### config.mk
export PLATFORM = sky130hd
export DESIGN_NAME = rv32i_instr_encoder
export DESIGN_NICKNAME = d
export VERILOG_FILES = /design/src/rtl/rv32i_instr_encoder.sv
export SDC_FILE = /design/constraint.sdc
export NUM_CORES = 1
export LEC_CHECK = 0
export ABC_AREA = 0
export CAP_MARGIN = 20
export CORE_ASPECT_RATIO = 1.1
export CORE_UTILIZATION = 37
export CTS_BUF_LIST = sky130_fd_sc_hd__clkbuf_16
export DETAILED_ROUTE_END_ITERATION = 6
export GPL_TIMING_DRIVEN = 0
export PLACE_DENSITY = 0.77
export SLEW_MARGIN = 25
export SYNTH_ARGS = -nofsm -noshare
export SYNTH_HDL_FRONTEND = slang
export SYNTH_SLANG_ARGS = --single-unit
### constraint.sdc
create_clock -name clk -period 1.92 [get_ports clk]
set_clock_uncertainty 0.05 [all_clocks]
set_input_delay 0.192 -clock clk [delete_from_list [all_inputs] [get_ports clk]]
set_output_delay 0.192 -clock clk [all_outputs]
set_load 0.05 [all_outputs]
### src/rtl/rv32i_instr_encoder.sv
// RV32I instruction encoder: packs decoded fields into 32-bit words and streams them into imem.
// Optional build macro NOP_PAD_EN: on flush, pad the remaining memory with addi x0,x0,0 before closing.
module rv32i_instr_encoder #(
  parameter int                ADDR_W    = 10,
  parameter logic [ADDR_W-1:0] BASE_ADDR = '0
) (
  input  logic              clk,
  input  logic              reset,
  input  logic              in_valid,
  output logic              in_ready,
  input  logic [6:0]        in_opcode,
  input  logic [2:0]        in_funct3,
  input  logic              in_funct7,
  input  logic [4:0]        in_rd,
  input  logic [4:0]        in_rs1,
  input  logic [4:0]        in_rs2,
  input  logic [31:0]       in_imm,
  input  logic              flush,
  output logic              imem_we,
  output logic [ADDR_W-1:0] imem_addr,
  output logic [31:0]       imem_wdata,
  output logic [ADDR_W:0]   word_count,
  output logic              full,
  output logic              err,
  output logic              done
);

  localparam logic [31:0] NOP_WORD = 32'h0000_0013;

  typedef enum logic [1:0] {IDLE, WRITE, PAD, DONE} state_t;

  state_t          state_q;
  logic            we_q;
  logic [31:0]     wdata_q;
  logic [ADDR_W:0] count_q;
  logic            err_q;
  logic            done_q;
  logic            pend_q;

  logic [31:0]     wdata_d;
  logic            known_d;
  logic            misalign_d;
  logic            flush_go;

  function automatic logic is_known(input logic [6:0] op);
    case (op)
      7'd3, 7'd103, 7'd19, 7'd35, 7'd51, 7'd23, 7'd55, 7'd99, 7'd111: return 1'b1;
      default: return 1'b0;
    endcase
  endfunction

  function automatic logic [31:0] encode(
    input logic [6:0]  op,
    input logic [2:0]  f3,
    input logic        f7,
    input logic [4:0]  rd,
    input logic [4:0]  rs1,
    input logic [4:0]  rs2,
    input logic [31:0] imm
  );
    logic [11:0] imm_i;
    logic [2:0]  f3_i;
    imm_i  = imm[11:0];
    f3_i   = f3;
    encode = '0;
    case (op)
      7'd3, 7'd103, 7'd19: begin
        if (op == 7'd103) f3_i = 3'b000;
        // Shift-immediates carry the SRAI select in the upper immediate bits
        if (op == 7'd19 && (f3 == 3'b001 || f3 == 3'b101)) imm_i[11:5] = {1'b0, f7, 5'b0};
        encode = {imm_i, rs1, f3_i, rd, op};
      end
      7'd35:        encode = {imm[11:5], rs2, rs1, f3, imm[4:0], op};
      7'd51:        encode = {1'b0, f7, 5'b0, rs2, rs1, f3, rd, op};
      7'd23, 7'd55: encode = {imm[31:12], rd, op};
      7'd99:        encode = {imm[12], imm[10:5], rs2, rs1, f3, imm[4:1], imm[11], op};
      7'd111:       encode = {imm[20], imm[10:1], imm[11], imm[19:12], rd, op};
      default:      encode = '0;
    endcase
  endfunction

  assign wdata_d    = encode(in_opcode, in_funct3, in_funct7, in_rd, in_rs1, in_rs2, in_imm);
  assign known_d    = is_known(in_opcode);
  assign misalign_d = in_imm[0] & (in_opcode == 7'd99 || in_opcode == 7'd111);
  assign flush_go   = flush | pend_q;

  assign full       = count_q[ADDR_W];
  assign in_ready   = (state_q == IDLE) & ~full & ~done_q & ~flush & ~pend_q & ~reset;

  assign imem_we    = we_q;
  assign imem_addr  = BASE_ADDR + count_q[ADDR_W-1:0];
  assign imem_wdata = wdata_q;
  assign word_count = count_q;
  assign err        = err_q;
  assign done       = done_q;

  always_ff @(posedge clk) begin
    if (reset) begin
      state_q <= IDLE;
      we_q    <= 1'b0;
      wdata_q <= '0;
      count_q <= '0;
      err_q   <= 1'b0;
      done_q  <= 1'b0;
      pend_q  <= 1'b0;
    end else begin
      case (state_q)
        IDLE: begin
          if (flush_go) begin
            pend_q <= 1'b0;
`ifdef NOP_PAD_EN
            if (full) begin
              state_q <= DONE;
              done_q  <= 1'b1;
            end else begin
              state_q <= PAD;
              we_q    <= 1'b1;
              wdata_q <= NOP_WORD;
            end
`else
            state_q <= DONE;
            done_q  <= 1'b1;
`endif
          end else if (in_valid && in_ready) begin
            // Unknown opcodes complete the handshake but never reach memory
            if (!known_d) begin
              err_q <= 1'b1;
            end else begin
              state_q <= WRITE;
              we_q    <= 1'b1;
              wdata_q <= wdata_d;
              if (misalign_d) err_q <= 1'b1;
            end
          end
        end
        WRITE: begin
          we_q    <= 1'b0;
          count_q <= count_q + (ADDR_W+1)'(1);
          state_q <= IDLE;
          if (flush) pend_q <= 1'b1;
        end
        PAD: begin
          count_q <= count_q + (ADDR_W+1)'(1);
          if (&count_q[ADDR_W-1:0]) begin
            state_q <= DONE;
            we_q    <= 1'b0;
            done_q  <= 1'b1;
          end
        end
        DONE: begin
          we_q <= 1'b0;
        end
        default: state_q <= IDLE;
      endcase
    end
  end

endmodule

==> results.sh, run 1 <==
export IMPL_cts_tree="done"
export IMPL_holdCritPathClass="in2reg"
export IMPL_maxSlewViolCount=0
export IMPL_finalPower_mw=3.19
export IMPL_worstSetupEndpointType="output port"
export IMPL_synth_ff_type="dfxtp_1"
export IMPL_critPathRequiredTime_ns=1.68
export IMPL_gp_congestion=0.889
export IMPL_max_clock_freq_ghz=0.530
export IMPL_final_nets=511
export IMPL_synth_cell_types=47
export IMPL_coreArea_sq_um=6670
export IMPL_period_needed_ns=1.89
export IMPL_syn_nets=377
export IMPL_path_cells="buf_4, clkdlybuf4s50_1"
export IMPL_antenna_found_initial=0
export IMPL_drive_gt1_share_pct=17.4
export IMPL_dp_cells=507
export IMPL_synth_area_per_cell_sq_um=8.36
export IMPL_vias=2893
export IMPL_cts_made_buffers=5
export IMPL_ir_drop_mv=0.985
export IMPL_combPwrFrac_pct=32.1
export IMPL_holdWs_ns=0.354
export IMPL_r2r_start="word_count[10]"
export IMPL_synth_most_common_cell="nor2_1"
export IMPL_grt_pass1_vias=2648
export IMPL_cts_max_level=2
export IMPL_root_buffer="clkbuf_16"
export IMPL_p_clk_share_pct=31.9
export IMPL_synth_area_top_cells="dfxtp_1 38%, nor2_1 7.4%, a221oi_1 5.8%, buf_4 4.4%, nor3_1 3.7%"
export IMPL_grt_start_max_net_pins=17
export IMPL_synth_seq_cells=49
export IMPL_gr_usage_all_layers_pct=22.7
export IMPL_synth_top_area_share_pct=38.1
export IMPL_row_count=31
export IMPL_worstSetupPathType="reg2out"
export IMPL_die_h_microns=89.5
export IMPL_grt_ovfl_total=0
export IMPL_start_kind="flip-flop"
export IMPL_postCtsHoldBufs=0
export IMPL_detail_route_wl_per_cell_microns=16.2
export IMPL_viasPerCell=5.51
export IMPL_postPlaceCellArea_sq_um=3850
export IMPL_power_frac_seq_pct=36.0
export IMPL_worst_pin_slew_ns=0.626
export IMPL_final_cells=525
export IMPL_n_antenna_cell=0
export IMPL_r2r_cells=5
export IMPL_p_int_mw=2.17
export IMPL_postRouteWirelength_microns=8500
export IMPL_cp_data_arrival_time_ns=1.65
export IMPL_yosys_area_top_type="dfxtp_1"
export IMPL_crit_start="word_count[8]"
export IMPL_p_leak_nw=1.59
export IMPL_clk_pin_slew_worst_paths_ns=0.07
export IMPL_fin_crit_sh_pct=98.3
export IMPL_synthArstFlopShare_pct=0
export IMPL_drt_pass1_iterations=7
export IMPL_drtIter0Drc=264
export IMPL_yosysSeqAreaShare_pct=38.1
export IMPL_area_growth_pct=66.1
export IMPL_synth_edf_count=0
export IMPL_start_util_pct=38.6
export IMPL_syn_area_sq_um=2570
export IMPL_postLayoutCoreUtil_pct=64.1
export IMPL_synthesis_instances=308
export IMPL_clockBufferDepth=2
export IMPL_dp_hpwl_microns=6200
export IMPL_endpoint="word_count[8]"
export IMPL_ios=120
export IMPL_numPortBuffers=117
export IMPL_grt_pass1_wl_microns=12700
export IMPL_cts_num_sinks=49
export IMPL_path_max_fanout=5
export IMPL_drtAntennaViolNets=0
export IMPL_clk_latency_ns=0.29
export IMPL_p_per_area_nw_per_um2=746
export IMPL_status="finished clean"
export IMPL_drc=0
export IMPL_hold_viol_final=0
export IMPL_cpPeakStageDelay_ns=0.79
export IMPL_power_switching_mw=1.03
export IMPL_grt_setup_unrepaired="false"
export IMPL_netSwitchingFraction_pct=32.1
export IMPL_setup_violations=0
export IMPL_max_cap_viol_count=0
export IMPL_final_cell_area_sq_um=4280
export IMPL_cp_slowest_cell="clkdlybuf4s50_1"
export IMPL_die_area_sq_um=7300
export IMPL_die_w_microns=81.5
export IMPL_yosys_top_cells_count="51 x nor2_1, 49 x dfxtp_1, 19 x nand2_1, 19 x nor3_1, 18 x a21oi_1"
export IMPL_ys_warn_count=0
export IMPL_reg2reg_to="state_q[0]"
export IMPL_rrSetupSlack_ns=0.10
export IMPL_relSlewSlack_pct=58.3
## area by class of cell
class,count,area (sq um)
tap,82,103
fill,563,2390
sequential,49,987
timing repair buffer,128,1250
buffer,28,199
multi-input combinational,225,1550
inverter,5,18.8
clock buffer,5,125
clock inverter,3,46.3
## power by group through the flow
stage	Sequential [mW]	Clock [mW]	Combinational [mW]
floorplan	1.30	0	0.423
global placement	1.16	0	0.885
detailed placement	1.16	0	0.899
CTS	1.15	1.02	0.940
global route	1.16	1.06	1.09
finish	1.15	1.02	1.03
## worst min-delay path by stage
stage	slack [ns]	from	to	depth (start not counted)
after global routing	0.37	reset	imem_we	3
final	0.35	reset	imem_we	3
after global placement	0.39	imem_wdata[6]	imem_wdata[6]	2
after CTS	0.34	reset	imem_we	3
after detailed placement	0.40	imem_wdata[6]	imem_wdata[6]	2
after floorplan	0.29	flush	pend_q	2
## metrics by stage
step                      worst slack, ns  setup TNS [ns]
final                              0.0321               0
after floorplan                    0.0141               0
after global routing             0.000114               0
after detailed placement           -0.661          -20.34
after CTS                         0.00268               0
after global placement             -0.614          -19.15
## logic make-up (layout without fill, tap and decap cells)
logic type	count (synthesis)	after routing	synth area share, %
DFF	49	49	38.1
adders and majority gates	7	7	3.40
muxes	4	4	1.65
and+or+nand+nor	136	136	25.8
buffers and inverters	34	169	7.29
xor gates and xnor gates	9	9	3.06
AOI/OAI and AO/OA	69	69	20.7
## placed cells by master (no fill, tap or decap), drive strengths merged, types with 5 or more instances in the layout
cell type	netlist	final
buf	19	33
a222oi	5	5
nand3	12	12
dfxtp	49	49
nor3	19	19
clkdlybuf4s50	0	109
xnor2	5	5
nand3b	5	5
clkbuf	10	12
o21ai	9	9
inv	5	5
a21oi	19	19
a211oi	6	6
ha	7	7
nor2	51	51
a221oi	17	17
nand2	19	19
## worst max-delay path: cells and delay by family, from the launching register on
| kind | cells | cell delay [ns] |
|---|---|---|
| buffers and inverters | 2 | 0.93 |
| flip-flops | 1 | 0.43 |
## flip-flops by register name, summed over array words and instances (netlist names)
name / flops
word_count: 11
imem_wdata: 32
done: 1
err: 1
state_q: 2
pend_q: 1
imem_we: 1
## layer usage
| layer | up-vias | GRT usage (%) | share of wire (%) |
|---|---|---|---|
| met1 | 1374 | 27.0 | 39 |
| met5 | - | 0 | 0 |
| met2 | 132 | 39.8 | 50 |
| met3 | 14 | 6.02 | 8.6 |
| li1 | 1373 | - | - |
| met4 | 0 | 6.33 | 1.5 |
## timing repair
item                                    4_1_cts  5_1_grt
endpoints found under the setup margin       43       36
gates resized for setup                      25       29
buffers inserted                              6        5
pin swaps                                     3        4
Note: power is estimated with default switching activity, not from simulation.
==> run 2, diff against run 1 <==
--- a/config.mk
+++ b/config.mk
@@ -5,14 +5,14 @@
 export SDC_FILE = /design/constraint.sdc
 export NUM_CORES = 1
 export LEC_CHECK = 0
-export ABC_AREA = 0
+export ABC_AREA = 1
 export CAP_MARGIN = 20
 export CORE_ASPECT_RATIO = 1.1
-export CORE_UTILIZATION = 37
+export CORE_UTILIZATION = 39
 export CTS_BUF_LIST = sky130_fd_sc_hd__clkbuf_16
 export DETAILED_ROUTE_END_ITERATION = 6
 export GPL_TIMING_DRIVEN = 0
-export PLACE_DENSITY = 0.77
+export PLACE_DENSITY = 0.78
 export SLEW_MARGIN = 25
 export SYNTH_ARGS = -nofsm -noshare
 export SYNTH_HDL_FRONTEND = slang
==> results.sh, run 2 <==
export IMPL_status="complete, but fails checks"
export IMPL_failed_checks="design-rule violations"
export IMPL_cpPeakStageDelay_ns=0.79
export IMPL_n_antenna_cell=0
export IMPL_setup_violations=0
export IMPL_synth_ff_type="dfxtp_1"
export IMPL_max_clock_freq_ghz=0.527
export IMPL_clk_latency_ns=0.29
export IMPL_synth_top_area_share_pct=33.3
export IMPL_synth_area_per_cell_sq_um=6.89
export IMPL_period_needed_ns=1.90
export IMPL_largest_reg_flops=32
export IMPL_dp_hpwl_microns=6930
export IMPL_die_h_microns=93.2
export IMPL_combPwrFrac_pct=36.3
export IMPL_grt_ovfl_total=0
export IMPL_ir_drop_mv=0.440
export IMPL_start_util_pct=41.1
export IMPL_root_buffer="clkbuf_16"
export IMPL_multi_input_comb_area_sq_um=1650
export IMPL_yosys_top_cells_count="88 x nand2_1, 49 x dfxtp_1, 45 x a21oi_1, 45 x nor2_1, 40 x inv_1"
export IMPL_postRouteWirelength_microns=9080
export IMPL_cp_data_arrival_time_ns=1.65
export IMPL_synth_area_top_cells="dfxtp_1 33%, nand2_1 11%, a21oi_1 7.6%, o21ai_0 6.6%, nor2_1 5.7%"
export IMPL_synthArstFlopShare_pct=0
export IMPL_row_count=32
export IMPL_fin_crit_sh_pct=98.8
export IMPL_hold_viol_final=0
export IMPL_final_nets=624
export IMPL_postPlaceCellArea_sq_um=4240
export IMPL_die_w_microns=84.9
export IMPL_drtAntennaViolNets=0
export IMPL_final_cells=641
export IMPL_p_per_area_nw_per_um2=714
export IMPL_synth_edf_count=0
export IMPL_layout_commonest_cell="clkdlybuf4s50_1"
export IMPL_detail_route_wl_per_cell_microns=14.2
export IMPL_area_growth_pct=51.2
export IMPL_cts_max_level=2
export IMPL_start_kind="flip-flop"
export IMPL_dp_cells=631
export IMPL_max_cap_viol_count=0
export IMPL_p_int_mw=2.02
export IMPL_coreArea_sq_um=7170
export IMPL_relSlewSlack_pct=55.1
export IMPL_p_leak_nw=1.93
export IMPL_grt_pass1_vias=3139
export IMPL_power_frac_seq_pct=36.8
export IMPL_gp_congestion=0.887
export IMPL_yosys_area_top_type="dfxtp_1"
export IMPL_grt_start_max_net_pins=15
export IMPL_antenna_found_initial=0
export IMPL_final_cell_area_sq_um=4460
export IMPL_ys_warn_count=0
export IMPL_yosysSeqAreaShare_pct=33.3
export IMPL_ios=120
export IMPL_drc=12
export IMPL_numPortBuffers=118
export IMPL_worstSetupPathType="reg2out"
export IMPL_num_fill_cells=631
export IMPL_gr_usage_all_layers_pct=22.7
export IMPL_drive_gt1_share_pct=15.6
export IMPL_worstSetupEndpointType="output port"
export IMPL_regArea_sq_um=982
export IMPL_viasPerCell=5.13
export IMPL_syn_nets=497
export IMPL_cts_num_sinks=49
export IMPL_worst_pin_slew_ns=0.673
export IMPL_cts_tree="done"
export IMPL_path_cells="buf_4, clkdlybuf4s50_1"
export IMPL_cts_made_buffers=5
export IMPL_cp_slowest_cell="clkdlybuf4s50_1"
export IMPL_path_max_fanout=6
export IMPL_grt_pass1_wl_microns=14300
export IMPL_clk_pin_slew_worst_paths_ns=0.07
export IMPL_clockBufferDepth=2
export IMPL_layout_common_cells="112 x clkdlybuf4s50_1, 84 x nand2_1, 48 x dfxtp_1, 45 x a21oi_1, 42 x nor2_1"
export IMPL_synthesis_instances=428
export IMPL_synth_seq_cells=49
export IMPL_p_clk_share_pct=26.9
export IMPL_maxSlewViolCount=0
export IMPL_synth_cell_types=41
export IMPL_drtIter0Drc=124
export IMPL_die_area_sq_um=7910
export IMPL_power_switching_mw=1.16
export IMPL_vias=3291
export IMPL_drt_pass1_iterations=7
export IMPL_syn_area_sq_um=2950
export IMPL_fin_tns_setup_ns=0
export IMPL_holdCritPathClass="in2reg"
export IMPL_grt_setup_unrepaired="true"
export IMPL_postCtsHoldBufs=0
export IMPL_critPathRequiredTime_ns=1.68
export IMPL_synth_most_common_cell="nand2_1"
export IMPL_netSwitchingFraction_pct=36.6
==> run 2: cell types whose count changed after synthesis, sizes merged, moves of 5 or more <==
| cell | delta |
|---|---|
| a21oi | +36 |
| a221oi | -17 |
| a222oi | -5 |
| inv | +38 |
| nand2 | +84 |
| nand3b | -5 |
| nor3 | -11 |
| o21ai | +35 |
==> run 2: per-stage QoR <==
step | hold slack (ns) | worst slack, ns | power [mW] | util [%]
after floorplan | 0.285 | 0.0180 | 1.90 | -
after global placement | 0.400 | -0.299 | 2.26 | 59.1
after detailed placement | 0.405 | -0.328 | 2.29 | 59.1
after CTS | 0.241 | 0.00804 | 3.15 | 61.4
after global routing | 0.261 | -0.0191 | 3.34 | 62.2
final | 0.250 | 0.0235 | 3.18 | 62.2
==> run 2: logic make-up after synthesis <==
family / share of synthesized area, %
AND/OR/NAND/NOR: 29.1
AO/OA/AOI/OAI: 21.6
buffers and inverters: 12.4
flip-flops: 33.3
adder cells (fa/ha/maj): 2.97
XOR/XNOR: 0.594
==> run 2: repair_timing <==
action | 4_1_cts | 5_1_grt
gates resized for setup | 13 | 23
endpoints found under the setup margin | 11 | 37
setup buffers | 1 | 1
pin swaps | 0 | 2
==> run 2: area by class of cell <==
class                      count  share of cell area [%]
buffer                        28                    4.69
timing repair buffer         120                    27.0
clock buffer                   5                    2.81
tap                           85                    2.39
inverter                      43                    3.68
sequential                    49                    22.0
clock inverter                 3                   0.337
multi-input combinational    308                    37.1
==> run 2: worst paths after layout <==
check,start,endpoint,slack (ns),depth (start not counted)
min,in_opcode[4],imem_wdata[4],0.25,3
max,word_count[2],word_count[2],0.02,2
max reg2reg,state_q[1],imem_wdata[2],0.10,11
min reg2reg,imem_wdata[4],imem_wdata[4],0.42,2
==> run 2: metal layers <==
| metal | vias up | wire length (microns) | global-route usage (%) |
|---|---|---|---|
| li1 | 1638 | - | - |
| met1 | 1512 | 3740 | 26.1 |
| met2 | 130 | 4670 | 43.2 |
| met3 | 11 | 538 | 3.27 |
| met4 | 0 | 126 | 6.92 |
| met5 | - | 0 | 0 |
==> run 2: worst max-delay path: cells and delay by family, from the launching register on <==
kind / cells / cell delay (ns)
buffers and inverters: 2 / 0.94
DFF: 1 / 0.43
==> run 2: power by group through the flow <==
| stage | clock [mW] | combinational (mW) | sequential [mW] |
|---|---|---|---|
| global route | 0.904 | 1.26 | 1.18 |
| global placement | 0 | 1.08 | 1.18 |
| finish | 0.855 | 1.16 | 1.17 |
| floorplan | 0 | 0.569 | 1.33 |
| detailed placement | 0 | 1.10 | 1.18 |
| CTS | 0.860 | 1.13 | 1.17 |
==> run 3, diff against run 2 <==
--- a/config.mk
+++ b/config.mk
@@ -13,6 +13,7 @@
 export DETAILED_ROUTE_END_ITERATION = 6
 export GPL_TIMING_DRIVEN = 0
 export PLACE_DENSITY = 0.78
+export RECOVER_POWER = 25
 export SLEW_MARGIN = 25
 export SYNTH_ARGS = -nofsm -noshare
 export SYNTH_HDL_FRONTEND = slang
==> results.sh, run 3 (synthesis results as in run 2) <==
export IMPL_relSlewSlack_pct=55.5
export IMPL_finalPower_mw=3.17
export IMPL_vias=3290
export IMPL_r2r_cells=11
export IMPL_ios=120
export IMPL_status="complete, but fails checks"
export IMPL_cts_made_buffers=5
export IMPL_clk_latency_ns=0.29
export IMPL_p_leak_nw=1.92
export IMPL_combPwrFrac_pct=36.0
export IMPL_start_util_pct=41.1
export IMPL_max_clock_freq_ghz=0.529
export IMPL_postRouteWirelength_microns=9060
export IMPL_n_antenna_cell=0
export IMPL_grt_setup_unrepaired="true"
export IMPL_path_cells="buf_4, clkdlybuf4s50_1"
export IMPL_drtIter0Drc=139
export IMPL_max_cap_viol_count=0
export IMPL_netSwitchingFraction_pct=36.7
export IMPL_period_needed_ns=1.89
export IMPL_holdCritPathClass="in2reg"
export IMPL_fin_crit_sh_pct=98.4
export IMPL_die_w_microns=84.9
export IMPL_worstSetupPathType="reg2out"
export IMPL_critPathRequiredTime_ns=1.68
export IMPL_cpPeakStageDelay_ns=0.79
export IMPL_gp_congestion=0.887
export IMPL_ir_drop_mv=0.441
export IMPL_holdPathEnd="imem_wdata[4]"
export IMPL_maxSlewViolCount=0
export IMPL_final_nets=624
export IMPL_viasPerCell=5.13
export IMPL_setup_violations=0
export IMPL_failed_checks="design-rule violations"
export IMPL_final_cell_area_sq_um=4430
export IMPL_root_buffer="clkbuf_16"
export IMPL_cp_slowest_cell="clkdlybuf4s50_1"
export IMPL_postLayoutCoreUtil_pct=61.8
export IMPL_hold_viol_final=0
export IMPL_worstSetupEndpointType="output port"
export IMPL_die_area_sq_um=7910
export IMPL_cp_data_arrival_time_ns=1.65
export IMPL_coreArea_sq_um=7170
export IMPL_start_kind="flip-flop"
export IMPL_min_from="in_opcode[4]"
export IMPL_dp_hpwl_microns=6930
export IMPL_cts_max_level=2
export IMPL_largest_reg_flops=32
export IMPL_p_per_area_nw_per_um2=715
export IMPL_num_fill_cells=637
export IMPL_power_switching_mw=1.16
export IMPL_die_h_microns=93.2
export IMPL_grt_pass1_vias=3139
export IMPL_holdWs_ns=0.252
export IMPL_whs_path_depth=3
export IMPL_drc=12
export IMPL_grt_pass1_wl_microns=14300
export IMPL_row_count=32
export IMPL_r2r_start="state_q[1]"
export IMPL_clk_pin_slew_worst_paths_ns=0.07
export IMPL_postPlaceCellArea_sq_um=4240
export IMPL_worst_pin_slew_ns=0.667
export IMPL_numPortBuffers=118
export IMPL_antenna_found_initial=0
export IMPL_power_frac_seq_pct=37.0
export IMPL_rrSetupSlack_ns=0.10
export IMPL_clockBufferDepth=2
export IMPL_area_growth_pct=50.3
export IMPL_final_cells=641
export IMPL_grt_ovfl_total=0
export IMPL_gr_usage_all_layers_pct=22.7
export IMPL_drtAntennaViolNets=0
export IMPL_cts_num_sinks=49
export IMPL_cts_tree="done"
export IMPL_p_int_mw=2.01
export IMPL_dp_cells=631
export IMPL_grt_start_max_net_pins=15
export IMPL_layout_commonest_cell="clkdlybuf4s50_1"
export IMPL_drive_gt1_share_pct=15.6
export IMPL_reg2reg_to="imem_wdata[2]"
export IMPL_p_clk_share_pct=27.0
export IMPL_drt_pass1_iterations=7
export IMPL_layout_common_cells="100 x clkdlybuf4s50_1, 84 x nand2_1, 48 x dfxtp_1, 45 x a21oi_1, 42 x nor2_1"
export IMPL_detail_route_wl_per_cell_microns=14.1
export IMPL_path_max_fanout=6
run 3: changes by cell type in the layout (fill, tap and decap cells not counted), sizes merged:
cell / change
clkdlybuf4s50: -12
dlygate4sd3: +12
dlymetal6s2s: -3
clkbuf: +3
run 3: critical path, delay by kind of cell (launching register included):
family                 cells  cell delay, ns
buffers and inverters      2            0.93
flip-flops                 1            0.43
run 3: what timing repair did:
action | in CTS | in global routing
buffers inserted | 1 | 1
endpoints found under the setup margin | 11 | 37
hold buffers | 0 | 0
hold endpoints to repair | 0 | 0
gates resized for setup | 13 | 23
pin swaps | 0 | 2
run 3: layout make-up:
class | instances | area [sq um] | area share (%)
multi-input combinational | 308 | 1650 | 37.3
clock buffer | 5 | 125 | 2.82
sequential | 49 | 982 | 22.2
timing repair buffer | 120 | 1180 | 26.6
clock inverter | 3 | 15.0 | 0.339
buffer | 28 | 209 | 4.71
tap | 85 | 106 | 2.40
inverter | 43 | 164 | 3.70
run 3: worst max-delay path by stage:
stage | from | slack (ns) | end | cells past startpoint
after floorplan | word_count[3] | 0.02 | word_count[9] | 7
after detailed placement | in_opcode[1] | -0.33 | imem_wdata[2] | 12
after CTS | state_q[0] | 0.008 | imem_wdata[2] | 11
after global placement | in_opcode[1] | -0.30 | imem_wdata[2] | 12
final | word_count[2] | 0.03 | word_count[2] | 2
after global routing | word_count[8] | -0.02 | word_count[8] | 2
run 3: routing by layer:
metal | routed length [microns] | track usage (%)
met1 | 3710 | 26.1
met2 | 4680 | 43.2
met3 | 548 | 3.27
met4 | 124 | 6.92
met5 | 0 | 0
run 3: power groups by stage:
stage	logic, mW	registers (mW)	clock network [mW]
final	1.14	1.17	0.857
after global routing	1.24	1.18	0.904
after floorplan	0.569	1.33	0
after detailed placement	1.10	1.18	0
after global placement	1.08	1.18	0
after CTS	1.13	1.17	0.860
run 3: per-stage QoR:
| stage | setup TNS (ns) | worst slack, ns |
|---|---|---|
| global placement | -7.66 | -0.299 |
| finish | 0 | 0.0301 |
| detailed placement | -8.96 | -0.328 |
| floorplan | 0 | 0.0180 |
| CTS | 0 | 0.00804 |
| global route | -0.0452 | -0.0191 |
